## config.mk

```make
export PLATFORM = sky130hd
export DESIGN_NAME = shift_right_seq_flat
export DESIGN_NICKNAME = d
export VERILOG_FILES = /design/src/rtl/shift_right_seq_if.sv /design/src/rtl/shift_right_seq.sv /design/src/flat_wrapper.sv
export SDC_FILE = /design/constraint.sdc
export NUM_CORES = 1
export LEC_CHECK = 0
export BUFFER_PORTS_ARGS = -buffer_cell sky130_fd_sc_hd__buf_2
export CORE_ASPECT_RATIO = 2
export CORE_MARGIN = 2
export CORE_UTILIZATION = 33
export DETAILED_ROUTE_END_ITERATION = 7
export PLACE_DENSITY_LB_ADDON = 0.1
export SETUP_SLACK_MARGIN = 0.02
export SKIP_CTS_REPAIR_TIMING = 1
export SLEW_MARGIN = 20
export SYNTH_ARGS = -nofsm -noshare
export SYNTH_HDL_FRONTEND = slang
export SYNTH_SLANG_ARGS = --single-unit
```

## constraint.sdc

```tcl
create_clock -name CLK -period 7.68 [get_ports CLK]
set_clock_uncertainty 0.2 [all_clocks]
set_input_delay 0.768 -clock CLK [delete_from_list [all_inputs] [get_ports CLK]]
set_output_delay 0.768 -clock CLK [all_outputs]
set_load 0.01 [all_outputs]
```

## src/rtl/shift_right_seq_if.sv

```systemverilog
// Request/response bundle for the multi-cycle right shifter.
// The master drives the request and the slave returns status and result.
interface shift_right_seq_if #(
    parameter int unsigned WIDTH = 64
) ();
    localparam int unsigned SW = $clog2(WIDTH);

    logic             START;
    logic             OP_ASR;
    logic [WIDTH-1:0] DATA_IN;
    logic [SW-1:0]    SHAMT;
    logic             BUSY;
    logic             DONE;
    logic [WIDTH-1:0] SHIFT_OUT;

    modport master (
        output START, OP_ASR, DATA_IN, SHAMT,
        input  BUSY, DONE, SHIFT_OUT
    );

    modport slave (
        input  START, OP_ASR, DATA_IN, SHAMT,
        output BUSY, DONE, SHIFT_OUT
    );
endinterface

```

## src/rtl/shift_right_seq.sv

```systemverilog
// Iterative LSR/ASR unit: shifts up to STEP bits per cycle.
// The result register is updated only on the edge that enters DONE.
module shift_right_seq #(
    parameter int unsigned WIDTH = 64,
    parameter int unsigned STEP  = 8
) (
    input logic              CLK,
    input logic              RST_N,
    shift_right_seq_if.slave bus
);
    localparam int unsigned SW = $clog2(WIDTH);
    localparam logic [WIDTH-1:0] ONES = '1;

    typedef enum logic [1:0] {
        S_IDLE,
        S_SHIFT,
        S_DONE
    } state_t;

    state_t           state_q, state_d;
    logic [WIDTH-1:0] work_q, work_d;
    logic [SW-1:0]    rem_q, rem_d;
    logic             fill_q, fill_d;
    logic [WIDTH-1:0] out_q, out_d;

    logic [SW-1:0]    step_amt;
    logic [WIDTH-1:0] shifted;
    logic             accept;

    always_comb begin
        // Step is min(REM, STEP); widened compare keeps STEP == WIDTH safe.
        if ({1'b0, rem_q} > (SW + 1)'(STEP)) begin
            step_amt = SW'(STEP);
        end else begin
            step_amt = rem_q;
        end
        shifted = (work_q >> step_amt) | ({WIDTH{fill_q}} & ~(ONES >> step_amt));
        accept  = bus.START && (state_q != S_SHIFT);
    end

    always_comb begin
        state_d = state_q;
        work_d  = work_q;
        rem_d   = rem_q;
        fill_d  = fill_q;
        out_d   = out_q;
        unique case (state_q)
            S_SHIFT: begin
                work_d = shifted;
                rem_d  = rem_q - step_amt;
                if (rem_q == step_amt) begin
                    out_d   = shifted;
                    state_d = S_DONE;
                end
            end
            default: begin
                if (accept) begin
                    work_d = bus.DATA_IN;
                    rem_d  = bus.SHAMT;
                    fill_d = bus.OP_ASR & bus.DATA_IN[WIDTH-1];
                    if (bus.SHAMT == '0) begin
                        out_d   = bus.DATA_IN;
                        state_d = S_DONE;
                    end else begin
                        state_d = S_SHIFT;
                    end
                end else begin
                    state_d = S_IDLE;
                end
            end
        endcase
    end

    always_ff @(posedge CLK or negedge RST_N) begin
        if (!RST_N) begin
            state_q <= S_IDLE;
            work_q  <= '0;
            rem_q   <= '0;
            fill_q  <= 1'b0;
            out_q   <= '0;
        end else begin
            state_q <= state_d;
            work_q  <= work_d;
            rem_q   <= rem_d;
            fill_q  <= fill_d;
            out_q   <= out_d;
        end
    end

    assign bus.BUSY      = (state_q == S_SHIFT);
    assign bus.DONE      = (state_q == S_DONE);
    assign bus.SHIFT_OUT = out_q;

endmodule

```

## src/flat_wrapper.sv

```systemverilog
// flat-port wrapper written by rule: the top's interface ports become plain ports
module shift_right_seq_flat 
#(
    parameter int unsigned WIDTH = 64,
    parameter int unsigned STEP  = 8
)
  (CLK, RST_N, bus_START, bus_OP_ASR, bus_DATA_IN, bus_SHAMT, bus_BUSY, bus_DONE, bus_SHIFT_OUT);
  shift_right_seq_if #(.WIDTH(WIDTH)) bus_i ();
  input logic CLK;
  input logic RST_N;
  input wire logic [$bits(bus_i.START)-1:0] bus_START;
  input wire logic [$bits(bus_i.OP_ASR)-1:0] bus_OP_ASR;
  input wire logic [$bits(bus_i.DATA_IN)-1:0] bus_DATA_IN;
  input wire logic [$bits(bus_i.SHAMT)-1:0] bus_SHAMT;
  output wire logic [$bits(bus_i.BUSY)-1:0] bus_BUSY;
  output wire logic [$bits(bus_i.DONE)-1:0] bus_DONE;
  output wire logic [$bits(bus_i.SHIFT_OUT)-1:0] bus_SHIFT_OUT;
  assign bus_i.START = bus_START;
  assign bus_i.OP_ASR = bus_OP_ASR;
  assign bus_i.DATA_IN = bus_DATA_IN;
  assign bus_i.SHAMT = bus_SHAMT;
  assign bus_BUSY = bus_i.BUSY;
  assign bus_DONE = bus_i.DONE;
  assign bus_SHIFT_OUT = bus_i.SHIFT_OUT;
  shift_right_seq #(.WIDTH(WIDTH), .STEP(STEP)) u_core (.CLK(CLK), .RST_N(RST_N), .bus(bus_i));
endmodule
```

Word-level counts from Yosys, hierarchy flattened
Index checks and enable logic that the tools add are counted.
Storage, ports and cells
  output and inout port bits: 66
  register bits after elaboration: 137
  bits of input ports: 74
Operators by class
  shifts and indexed selects: 2
  bitwise gates (word level): 5
  add/subtract/negate cells: 1
  order comparisons: 1
  multiplexer cells: 13
  eq/ne operators: 5
  reduce and logical (&&, ||, !) cells: 6
Operators with widths (number)
  two-way mux 64 bit: 6
  bitwise AND 64 bit: 1
  inverter 64 bit: 1
  bitwise OR 64 bit: 1
  right shift 64 x 6 -> 64 bit: 1
  right shift 64 x 6 -> 64 bit, first input constant: 1
  two-way mux 6 bit: 3
  two-way mux 2 bit: 4
  == test 6 bit: 1
  > comparator 6 x 4 -> 1 bit, second input constant: 1
  logical NOT 6 bit: 1
  subtractor 6 bit: 1
  != test 2 x 1 -> 1 bit, second input constant: 2
  nonzero test 2 bit: 2
  AND reduction 3 bit: 1
  == test 2 x 1 -> 1 bit, second input constant: 1
  == test 2 bit, second input constant: 1
  AND reduction 2 bit: 1
  bitwise AND 1 bit: 1
  logical AND 1 bit: 1
  inverter 1 bit: 1

Logic depth before layout (Yosys ltp)
  depth after elaboration: 8
  gate-level depth with buffers: 10

Worst setup path before layout
OpenSTA, ideal clock, no wires.
  path type: input port to flip-flop
  start point: in bus_SHAMT[4]
  end point: reg u_core.out_q[30], in the netlist u_core.bus.SHIFT_OUT[30]
  arrival: 2.272 ns
  cell stages on the path: 7
  data required time: 7.339 ns
  slack: 5.067 ns
  setup time: 0.141 ns
  cells stage by stage: nor4_1 -> nand4_1 -> and2_1 -> inv_1 -> clkbuf_1 -> clkbuf_1 -> a31oi_1
Between the ends
  longest elaborated chain between the ends: 3
Ends and longest elaborated chain
  start, declared: RTL line flat_wrapper.sv:14  | input wire logic [$bits(bus_i.SHAMT)-1:0] bus_SHAMT;
  logical NOT 6 bit: RTL line shift_right_seq.sv:61  | if (bus.SHAMT == '0) begin
  nonzero test 2 bit (no source line)
  AND reduction 3 bit (no source line)
  end signal, assigned: RTL line shift_right_seq.sv:86  | out_q <= out_d;
  end, declared: RTL line shift_right_seq.sv:24  | logic [WIDTH-1:0] out_q, out_d;
No other way between the ends.
A chain may end at the register's enable or synchronous reset.

Worst setup path in the final report
  start point: reg u_core.state_q[1]
  end point: reg u_core.out_q[63], in the netlist u_core.bus.SHIFT_OUT[63]
Between the ends
  longest elaborated chain between the ends: 4
  elaborated cells on any way between the ends: 8
  classes of those cells: 3 x eq/ne; 1 x mux; 4 x reduce/logical
Ends and longest elaborated chain
  start, declared: RTL line shift_right_seq.sv:20  | state_t state_q, state_d;
  start signal, assigned: RTL line shift_right_seq.sv:82  | state_q <= state_d;
  != test 2 x 1 -> 1 bit: RTL line shift_right_seq.sv:38  | accept = bus.START && (state_q != S_SHIFT);
  logical AND 1 bit: RTL line shift_right_seq.sv:38
  nonzero test 2 bit (no source line)
  AND reduction 3 bit (no source line)
Several ways; a longest one is shown, not always the timed one.

==> run_results.csv <==
group,metric,value,unit
drt,drt_wl_total,37.16,mm
drt,vias_per_cell,6.026,
global_routing,grt.total_usage,0.2506,
drt,drc,0,
setup_path,reg2reg_setup_slack,3670,ps
die,boundaryPins,140,
flow_run,max-cap-violations,0,
drt,ant_nets,0,
power,power_density,536.0,nW/um^2
sta,worst_slew_pin_slew,1059,ps
place,routabilityCongestion,0.8945,
sta,hold_viol_final,0,
synth,yosys.cell_types.count,61,
global_routing,grt_pass1_wl,56.68,mm
sta,timing.final.crit_share,0.5218,
drt,vias,9226,
min_path,hold_class,"input pin to async pin",
setup_path,reg2reg_to,"u_core.bus.SHIFT_OUT[63]",
cts,cts_inserted_buffers,17,
cts,root_buffer,"clkbuf_16",
die,core,28080,sq um
cts,clock_latency,460,ps
finish,area_delta_synth_final,15.38,%
sta,fin_crit,4008,ps
finish,diodes,0,
synth,syn-num-nets,1180,
cts,cts_tree,"built",
cts,clock-sinks,137,
finish,final_util,0.3867,
die,rows,87,
drt,wl_met1,13.92,mm
sta,finalSetupTns,0,ps
setup_path,reg2regPathDepth,8,
cts,h-tree-depth,4,
synth,synth.avg_cell_area,8.518,sq um
outcome,status,"completed",
power,leakage,4.586,nW
cts,clockBufferDepth,2,
power,vdd_drop_max,207.1,uV
die,dieArea,29970,sq um
power,power,0.005822,W
die,dieHeight,242.8,um
synth,synth-edff-count,0,
global_routing,grt.overflow.total,0,
sta,fmax,249.5,MHz
drt,drt-pass1-iter-count,5,
setup_path,required,7820,ps
place,dp_hpwl,25.95,mm
global_routing,antenna_found_initial,0,
sta,setup_violations,0,
place,io_buffers,139,
synth,synthArstFlopShare,1.000,
synth,synthCells,1105,
drt,wl_met2,19.97,mm
global_routing,grt_pass1_vias,9318,
drt,first_iter_violations,633,
synth,synth_area,9413,sq um
setup_path,worst_ep_arrival_time,4140,ps
finish,fin_area,10860,sq um
drt,avgRoutedWirePerCell,24.27,um
place,post-place-cells,1499,
synth,synth_warnings,0,
drt,wl_met3,1.204,mm
finish,final_nets,1237,
drt,dr.max_layer_used,"met4",
setup_path,critPathMaxFanout,69,
synth,yosys_register_bits,137,
synth,seq_area_frac_synth,0.3642,
global_routing,grt_max_degree,81,
synth,ys.flop_type,"dfrtp_1",
setup_path,start_kind,"flip-flop",
finish,final_layout_size_suffix_gt1_frac,0.2068,
cts,clk_pin_slew_worst_paths,60,ps
die,die_x,123.4,um
sta,slew_headroom,0.2889,
sta,rsz0062_at_grt,"no",
setup_path,r2r_start,"u_core.state_q[1]",
sta,maxSlewViolCount,0,
place,place_area,10240,sq um
setup_path,path_class,"flip-flop to flip-flop",
finish,final_cells,1531,
setup_path,end_kind,"flip-flop",
die,start_util,0.3352,
[how the worst max path moves through the flow]
stage | start | endpoint | cells after the start
6_report | u_core.state_q[1] | u_core.bus.SHIFT_OUT[63] | 8
5_1_grt | u_core.state_q[1] | u_core.bus.SHIFT_OUT[63] | 8
4_1_cts | u_core.state_q[1] | u_core.bus.SHIFT_OUT[63] | 8
3_5_place_dp | bus_SHAMT[4] | u_core.bus.SHIFT_OUT[63] | 8
3_3_place_gp | bus_SHAMT[4] | u_core.bus.SHIFT_OUT[63] | 8
2_1_floorplan | bus_SHAMT[4] | u_core.bus.SHIFT_OUT[30] | 7
[where the power goes]
group	internal, W	leakage [nW]	switching, W
clock	0.000552	0.303	0.000322
sequential	0.00111	1.59	0.000600
combinational	0.00120	2.69	0.00204
total	0.00286	4.59	0.00296
[per-stage QoR]
stage / setup slack [ps] / hold WS [ps]
2_1_floorplan: 5067 / 272.4
3_3_place_gp: 3689 / 260.8
3_5_place_dp: 3629 / 267.2
4_1_cts: 3677 / 201.5
5_1_grt: 3422 / 225.2
6_report: 3672 / 169.0
[registers in the layout, summed over array words and instances, names as in the netlist]
name and cells:
u_core.work_q 64, u_core.fill_q 1, u_core.rem_q 6, u_core.state_q 2
u_core.bus.SHIFT_OUT 64
[worst max-delay path: stages (launching register included)]
cell	delay, ps
dfrtp_1	370
nand2b_4	370
clkinv_2	620
nand3_1	600
and2_1	320
buf_4	210
inv_2	360
buf_12	300
mux2_2	370
[cells in the final DEF (no fill, tap or decap), types with 3 or more instances in the layout]
master and instances:
bufinv_16 3, clkbuf_16 17, o21ai_1 19, nor4_1 4, inv_1 4, mux2i_1 99, a2bb2oi_1 13, clkbuf_1 3
buf_2 137, a221oi_1 19, nor2b_1 10, o2111ai_1 33, a211oi_1 21, nor2_1 107, clkbuf_8 5, a31oi_1 35
a32oi_1 5, nand3_1 8, a221oi_2 6, a2111oi_2 3, o221ai_1 3, a21oi_1 79, a221o_1 5, buf_4 17
mux2_2 29, a22oi_1 28, o31ai_1 4, and2_1 7, nor3_1 14, nand2_1 104, o21ai_0 128, mux4_2 3
clkinv_2 4, dfrtp_1 135, o22ai_1 16, o211ai_1 4
[logic make-up after synthesis]
kind of cell / after synthesis / share of synthesized area
mux: 132 / 0.1486
other cells: 1 / 0.0003984
simple gates: 276 / 0.1285
flops: 137 / 0.3642
fa+ha+maj: 1 / 0.001329
buf+inv: 124 / 0.05610
compound gates: 434 / 0.3008
[per-layer routing]
layer	track usage	vias up
li1	-	4277
met1	0.2754	4584
met2	0.4449	284
met3	0.03877	81
met4	0.1424	0
met5	0	-
[synthesized netlist by cell type, types with 7 or more instances]
| cell type | count | area [sq um] |
|---|---|---|
| mux2i_1 | 99 | 991.0 |
| mux2_2 | 29 | 326.6 |
| a2bb2oi_1 | 13 | 113.9 |
| nand2_1 | 104 | 390.4 |
| nand3_1 | 8 | 40.04 |
| nor3_1 | 15 | 75.07 |
| nor2b_1 | 10 | 62.56 |
| a211oi_1 | 21 | 157.7 |
| o22ai_1 | 16 | 100.1 |
| nor2_1 | 107 | 401.6 |
| a21oi_1 | 79 | 395.4 |
| a221oi_1 | 19 | 166.4 |
| o21ai_0 | 128 | 640.6 |
| buf_2 | 17 | 85.08 |
| clkbuf_1 | 85 | 319.1 |
| a22oi_1 | 28 | 210.2 |
| o2111ai_1 | 33 | 289.0 |
| dfrtp_1 | 137 | 3428 |
| and2_1 | 7 | 43.79 |
| a31oi_1 | 35 | 219.0 |
| o21ai_1 | 19 | 95.09 |
| buf_1 | 10 | 37.54 |
[final cells by class]
class / instances / area, sq um
Timing Repair Buffer: 156 / 844.6
Inverter: 6 / 23.77
Sequential cell: 137 / 3431
Clock inverter: 7 / 112.6
Fill cell: 2976 / 17220
Tap cell: 356 / 445.4
Clock buffer: 25 / 505.5
Multi-Input combinational cell: 844 / 5498
Power figures use the tool's default switching activity.
